`src/rtl/traffic_light_pkg.sv`:
```
// Shared types and lamp constants for the single-intersection traffic-light controller.
package traffic_light_pkg;

    // 2'b11 is deliberately left unused; the FSM treats it as a fail-safe red.
    typedef enum logic [1:0] {
        ST_RED    = 2'b00,
        ST_GREEN  = 2'b01,
        ST_YELLOW = 2'b10
    } state_t;

    localparam logic [2:0] LIGHT_RED    = 3'b100;
    localparam logic [2:0] LIGHT_YELLOW = 3'b010;
    localparam logic [2:0] LIGHT_GREEN  = 3'b001;

    function automatic int max3(input int a, input int b, input int c);
        int m;
        m = (a > b) ? a : b;
        return (m > c) ? m : c;
    endfunction

endpackage

```
`src/rtl/traffic_light_fsm_phase_timer.sv`:
```
// Phase timer: counts up from 0 after restart and flags when the terminal value is reached.
module phase_timer #(
    parameter int unsigned CNT_W = 3
) (
    input  logic             clk,
    input  logic             rst,
    input  logic [CNT_W-1:0] load_i,
    input  logic             restart_i,
    output logic             done_o
);

    logic [CNT_W-1:0] cnt_q;
    logic [CNT_W-1:0] cnt_d;

    // >= rather than == so a corrupted count still terminates the phase.
    assign done_o = (cnt_q >= load_i);

    always_comb begin
        cnt_d = cnt_q + 1'b1;
        if (restart_i) begin
            cnt_d = '0;
        end
    end

    always_ff @(posedge clk) begin
        if (rst) begin
            cnt_q <= '0;
        end else begin
            cnt_q <= cnt_d;
        end
    end

endmodule

```
`src/rtl/traffic_light_fsm.sv`:
```
// Moore traffic-light controller cycling RED -> GREEN -> YELLOW with per-phase durations.
module traffic_light_fsm
    import traffic_light_pkg::*;
#(
    parameter int RED_CYCLES    = 5,
    parameter int GREEN_CYCLES  = 5,
    parameter int YELLOW_CYCLES = 2
) (
    input  logic       clk,
    input  logic       rst,
    output logic [2:0] light
);

    localparam int MAX_DUR   = max3(RED_CYCLES, GREEN_CYCLES, YELLOW_CYCLES);
    localparam int CNT_W_RAW = $clog2(MAX_DUR + 1);
    localparam int CNT_W     = (CNT_W_RAW < 1) ? 1 : CNT_W_RAW;

    localparam logic [CNT_W-1:0] RED_TERM    = CNT_W'(RED_CYCLES - 1);
    localparam logic [CNT_W-1:0] GREEN_TERM  = CNT_W'(GREEN_CYCLES - 1);
    localparam logic [CNT_W-1:0] YELLOW_TERM = CNT_W'(YELLOW_CYCLES - 1);

    if (RED_CYCLES < 1 || GREEN_CYCLES < 1 || YELLOW_CYCLES < 1) begin : g_bad_duration
        $fatal(1, "traffic_light_fsm: every phase duration must be at least 1 cycle");
    end

    state_t           state_q;
    state_t           state_d;
    logic [CNT_W-1:0] term;
    logic             done;
    logic             restart;

    phase_timer #(
        .CNT_W(CNT_W)
    ) u_timer (
        .clk      (clk),
        .rst      (rst),
        .load_i   (term),
        .restart_i(restart),
        .done_o   (done)
    );

    always_ff @(posedge clk) begin
        if (rst) begin
            state_q <= ST_RED;
        end else begin
            state_q <= state_d;
        end
    end

    always_comb begin
        state_d = state_q;
        restart = 1'b0;
        term    = RED_TERM;
        light   = LIGHT_RED;
        unique case (state_q)
            ST_RED: begin
                term  = RED_TERM;
                light = LIGHT_RED;
                if (done) begin
                    state_d = ST_GREEN;
                    restart = 1'b1;
                end
            end
            ST_GREEN: begin
                term  = GREEN_TERM;
                light = LIGHT_GREEN;
                if (done) begin
                    state_d = ST_YELLOW;
                    restart = 1'b1;
                end
            end
            ST_YELLOW: begin
                term  = YELLOW_TERM;
                light = LIGHT_YELLOW;
                if (done) begin
                    state_d = ST_RED;
                    restart = 1'b1;
                end
            end
            default: begin
                // Unreachable encoding: show red and restart the cycle from a clean RED.
                state_d = ST_RED;
                restart = 1'b1;
                light   = LIGHT_RED;
            end
        endcase
    end

endmodule

```
`config.mk`:
```
export PLATFORM = sky130hd
export DESIGN_NAME = traffic_light_fsm
export DESIGN_NICKNAME = d
export VERILOG_FILES = /design/src/rtl/traffic_light_pkg.sv /design/src/rtl/traffic_light_fsm_phase_timer.sv /design/src/rtl/traffic_light_fsm.sv
export SDC_FILE = /design/constraint.sdc
export NUM_CORES = 1
export LEC_CHECK = 0
export CAP_MARGIN = 40
export CORE_AREA = 2 2 39 41
export CTS_BUF_LIST = sky130_fd_sc_hd__clkbuf_2 sky130_fd_sc_hd__clkbuf_4 sky130_fd_sc_hd__clkbuf_8
export CTS_CLUSTER_SIZE = 24
export DETAILED_ROUTE_END_ITERATION = 8
export DIE_AREA = 0 0 41 43
export SETUP_SLACK_MARGIN = 0.4
export SYNTH_ARGS = -nofsm -noshare
export SYNTH_HDL_FRONTEND = slang
export SYNTH_SLANG_ARGS = --single-unit
```
`constraint.sdc`:
```
create_clock -name clk -period 3.4 [get_ports clk]
set_input_delay 0.34 -clock clk [delete_from_list [all_inputs] [get_ports clk]]
set_output_delay 0.34 -clock clk [all_outputs]
set_load 0.01 [all_outputs]
```
# == Word level (Yosys, flattened, before mapping) ==
# Cells that the tools add are included.
# totals
in_bits,2
regBits,5
output_inout_bits,3
# op_classes
mux,8
n_eq_ne,5
magnitude_cmp,1
n_reduce_logical,4
addsub,1
# ops
op,n
2-bit two-way mux,3
2-bit != test (second input constant),3
2-bit case mux with 3 select lines,1
3-bit case mux with 2 select lines,1
3-bit by 1-bit adder with 3-bit output (second input constant),1
3-bit >= comparator,1
3-bit two-way mux,1
3-bit AND reduction,1
3-bit OR reduction,1
2-bit by 1-bit equality test with 1-bit output (second input constant),1
2-bit equality test (second input constant),1
2-bit logical NOT,1
1-bit two-way mux,2
2-bit OR reduction,1

# == Longest topological paths before layout ==
# logic_depth
ltp_word,6
depth_mapped,5

# == By module ==
# From an unflattened synthesis, not the netlist that was laid out.
# hier_totals
cells_unflattened,41
hier_area_um2,382.9
# by_module_without_submodules
mod,n_inst,cells_each,area_each_um2,seq_area_each_um2
traffic_light_fsm,1,23,210.2,40.0
phase_timer,1,18,172.7,60.1

# == Least setup slack after synthesis ==
# OpenSTA, ideal clock, no wires.
# synth_path
path_kind,register to register
startpoint,register state_q[0]
endpoint,register state_q[1]
t_required_ps,3328
path_stages_with_launch,6
path_slack_ps,1958
arrival_ps,1371
cell_sequence,dfxtp_1 > inv_1 > ha_1 > ha_1 > a211oi_2 > mux2i_1
# synth_via
elab_chain_cells,5
elab_cells_between_ends,10
# synth_rtl
item,line_no,rtl
from (decl),traffic_light_fsm.sv:26,state_t state_q;
from (signal assigned),traffic_light_fsm.sv:46,state_q <= state_d;
2-bit equality test,traffic_light_fsm.sv:55,unique case (state_q)
3-bit two-way mux,traffic_light_fsm.sv:55,
3-bit >= comparator,traffic_light_fsm_phase_timer.sv:16,assign done_o = (cnt_q >= load_i);
2-bit != test (no source line),-,
3-bit AND reduction (no source line),-,
# Several ways; a longest one is shown, not always the timed one.
# A chain may end at the register's enable or synchronous reset.

# == Worst setup path after layout ==
# layout_path
startpoint,register state_q[0]
endpoint,output port light[2]
# layout_via
elab_chain_cells,2
elab_cells_between_ends,3
# layout_rtl
item,line_no,rtl
2-bit equality test or 2-bit by 1-bit equality test with 1-bit output (tied branches),traffic_light_fsm.sv:55,
3-bit case mux with 2 select lines (*),traffic_light_fsm.sv:55,
to (decl),traffic_light_fsm.sv:11,output logic [2:0] light
# Every way passes the cells marked *; elsewhere a longest branch is shown, timed or not.

==> flow_summary.json <==
{
  "status": "complete, no violations",
  "start_util": 0.2514,
  "ctsHoldBuffers": 0,
  "core_area_um2": 1384,
  "synthArstFlopShare": 0,
  "power.total_w": 0.0001940,
  "cp.required_ns": 3.06,
  "synthFlopType": "dfxtp_1",
  "cts_sinks": 5,
  "root_buffer": "clkbuf_4",
  "critical_path.top_delay_family": "buffers and inverters",
  "finClkSkew_ns": 0.003045,
  "synth_edf_count": 0,
  "drt_first_pass_iters": 4,
  "clkTransAtPathRegs_ns": 0.04,
  "die_w_um": 41,
  "timing_hold_violations_final": 0,
  "period_share": 0.5702,
  "diodes": 0,
  "cts_buffers": 3,
  "fin_setup_tns_ns": 0,
  "crit_chain": "inv_1 > ha_1 > inv_1 > clkdlybuf4s50_1",
  "cpMostUsedCell": "inv_1",
  "cts_max_level": 1,
  "grt_pass1_wl_um": 959,
  "yosysSeqAreaShare": 0.2878,
  "yosys_warnings": 0,
  "timing.slew.headroom": 0.8144,
  "cp.arrival_ns": 1.60,
  "synth_commonest_cells": "ha_1 (8), dfxtp_1 (5), inv_1 (4), nand2_1 (3)",
  "cpMaxStageDelayCell": "clkdlybuf4s50_1",
  "row_count": 14,
  "slowest_delay_ns": 0.52,
  "antenna_found_initial": 0,
  "yosys.area.top_type": "dfxtp_1",
  "power.leakage_nw": 0.2093,
  "peakVddDrop_uv": 221.4,
  "rsz0062_at_grt": "false",
  "startpoint_type": "flip-flop",
  "wl_um": 570,
  "cp_max_fo": 4,
  "path_class": "flip-flop to output pin",
  "post-route-util": 0.3110,
  "nets": 51,
  "fp.dieH_um": 43,
  "clock_path_buffers": 2,
  "synth_cell_types": 15,
  "drc": 0,
  "worstSetupEndpointType": "output pin",
  "post_cts_resized": 0,
  "die-area_um2": 1763,
  "grt_max_degree": 6,
  "fillCellCount": 154,
  "grt_pass1_vias": 252,
  "post-synth-top-count-cell": "ha_1",
  "cap_viol_max_count": 0,
  "syn-cell-area_um2": 347.8,
  "setup_viol_count_final": 0,
  "max_freq_ghz": 0.5158,
  "ys_ff_latch": 5,
  "insertion_delay_ns": 0.24,
  "syn-instance-count": 33,
  "areaGrowthSynthToFinish_pct": 23.74,
  "yosysTopAreaCellShare": 0.2878,
  "vias_per_cell": 4.304,
  "period_minus_slack_ns": 1.939,
  "wl_per_cell_um": 10.18,
  "gp_congestion": 0.7155,
  "ant_nets": 0,
  "cts_tree": "yes",
  "drive_gt1_frac": 0.1750,
  "yosys-top-cells-area": "dfxtp_1 (29%), ha_1 (29%), nand4bb_4 (7.9%)",
  "worst_slew_pin_slew_ns": 0.2762,
  "final_max_slew_viol_count": 0,
  "syn_avg_cell_area_um2": 10.54,
  "p_per_area_nw_per_um2": 450.6,
  "setup_slack_ns": 1.461,
  "io_pins": 5,
  "vias": 241,
  "track_usage": 0.08643,
  "hold_path_class": "flip-flop to flip-flop",
  "grt-ovfl-total": 0,
  "hpwl_um": 482.5,
  "path_buf_inv": 3,
  "post_cts_buffers": 0,
  "synth_nets": 43,
  "drt_iter0_markers": 3,
  "io_buffers": 4,
  "dpl_worst_slack_ns": 1.712
}
power by group:
part | switching (W) | internal, W | total (W)
sequential | 0.00000597 | 0.0000665 | 0.0000724
combinational | 0.0000197 | 0.0000268 | 0.0000464
clock | 0.0000229 | 0.0000522 | 0.0000751
total | 0.0000485 | 0.000145 | 0.000194
cells in the final DEF (no fill, tap or decap):
master / count
mux2i_1: 2
dfxtp_1: 5
clkbuf_4: 4
nor3_1: 1
and3b_1: 1
nand4bb_4: 1
nand2_1: 3
ha_1: 8
or3_1: 1
a211oi_2: 1
nor2_1: 1
xor2_1: 1
inv_1: 4
a21oi_2: 1
and3_1: 2
clkdlybuf4s50_1: 4
registers in the layout, indices dropped and copies added (netlist names):
register / cells
state_q: 2
u_timer.cnt_q: 3
per-layer routing:
metal / GRT usage / vias up / wire (µm)
met2: 0.1156 / 2 / 305
met5: 0 / - / 0
met1: 0.09032 / 113 / 239
li1: - / 124 / -
met4: 0.1000 / 0 / 8
met3: 0.03141 / 2 / 18
cell families (layout without fill, tap and decap cells):
logic type | count (synthesis) | after routing | share of synthesized area
AO/OA/AOI/OAI | 2 | 2 | 0.06115
XOR/XNOR | 1 | 1 | 0.02518
adder cells (fa/ha/maj) | 8 | 8 | 0.2878
buffers and inverters | 5 | 12 | 0.06474
flip-flops | 5 | 5 | 0.2878
multiplexers | 2 | 2 | 0.05756
AND/OR/NAND/NOR | 10 | 10 | 0.2158
final timing paths:
kind / end / start / slack [ns] / depth (start not counted)
worst max-delay path: light[2] / state_q[0] / 1.46 / 4
worst min-delay path: u_timer.cnt_q[0] / u_timer.cnt_q[0] / 0.55 / 1
worst max register to register: state_q[1] / state_q[0] / 1.79 / 5
worst min register to register: u_timer.cnt_q[0] / u_timer.cnt_q[0] / 0.55 / 1
through the flow:
stage / hold WS (ns) / area, µm² / std cells
2_1_floorplan: 0.4863 / 347.8 / 33
3_3_place_gp: 0.5170 / 400.4 / 52
3_5_place_dp: 0.5397 / 400.4 / 52
4_1_cts: 0.5571 / 430.4 / 56
5_1_grt: 0.5718 / 430.4 / 56
6_report: 0.5519 / 430.4 / 56
area by class of cell:
| class | count | area (µm²) | area share |
|---|---|---|---|
| Multi-Input combinational cell | 23 | 225.2 | 0.5233 |
| Sequential cell | 5 | 100.1 | 0.2326 |
| Timing Repair Buffer | 4 | 40.04 | 0.09302 |
| Clock buffer | 4 | 30.03 | 0.06977 |
| Tap cell | 16 | 20.02 | 0.04651 |
| Inverter | 4 | 15.01 | 0.03488 |
Power figures use the tool's default switching activity.
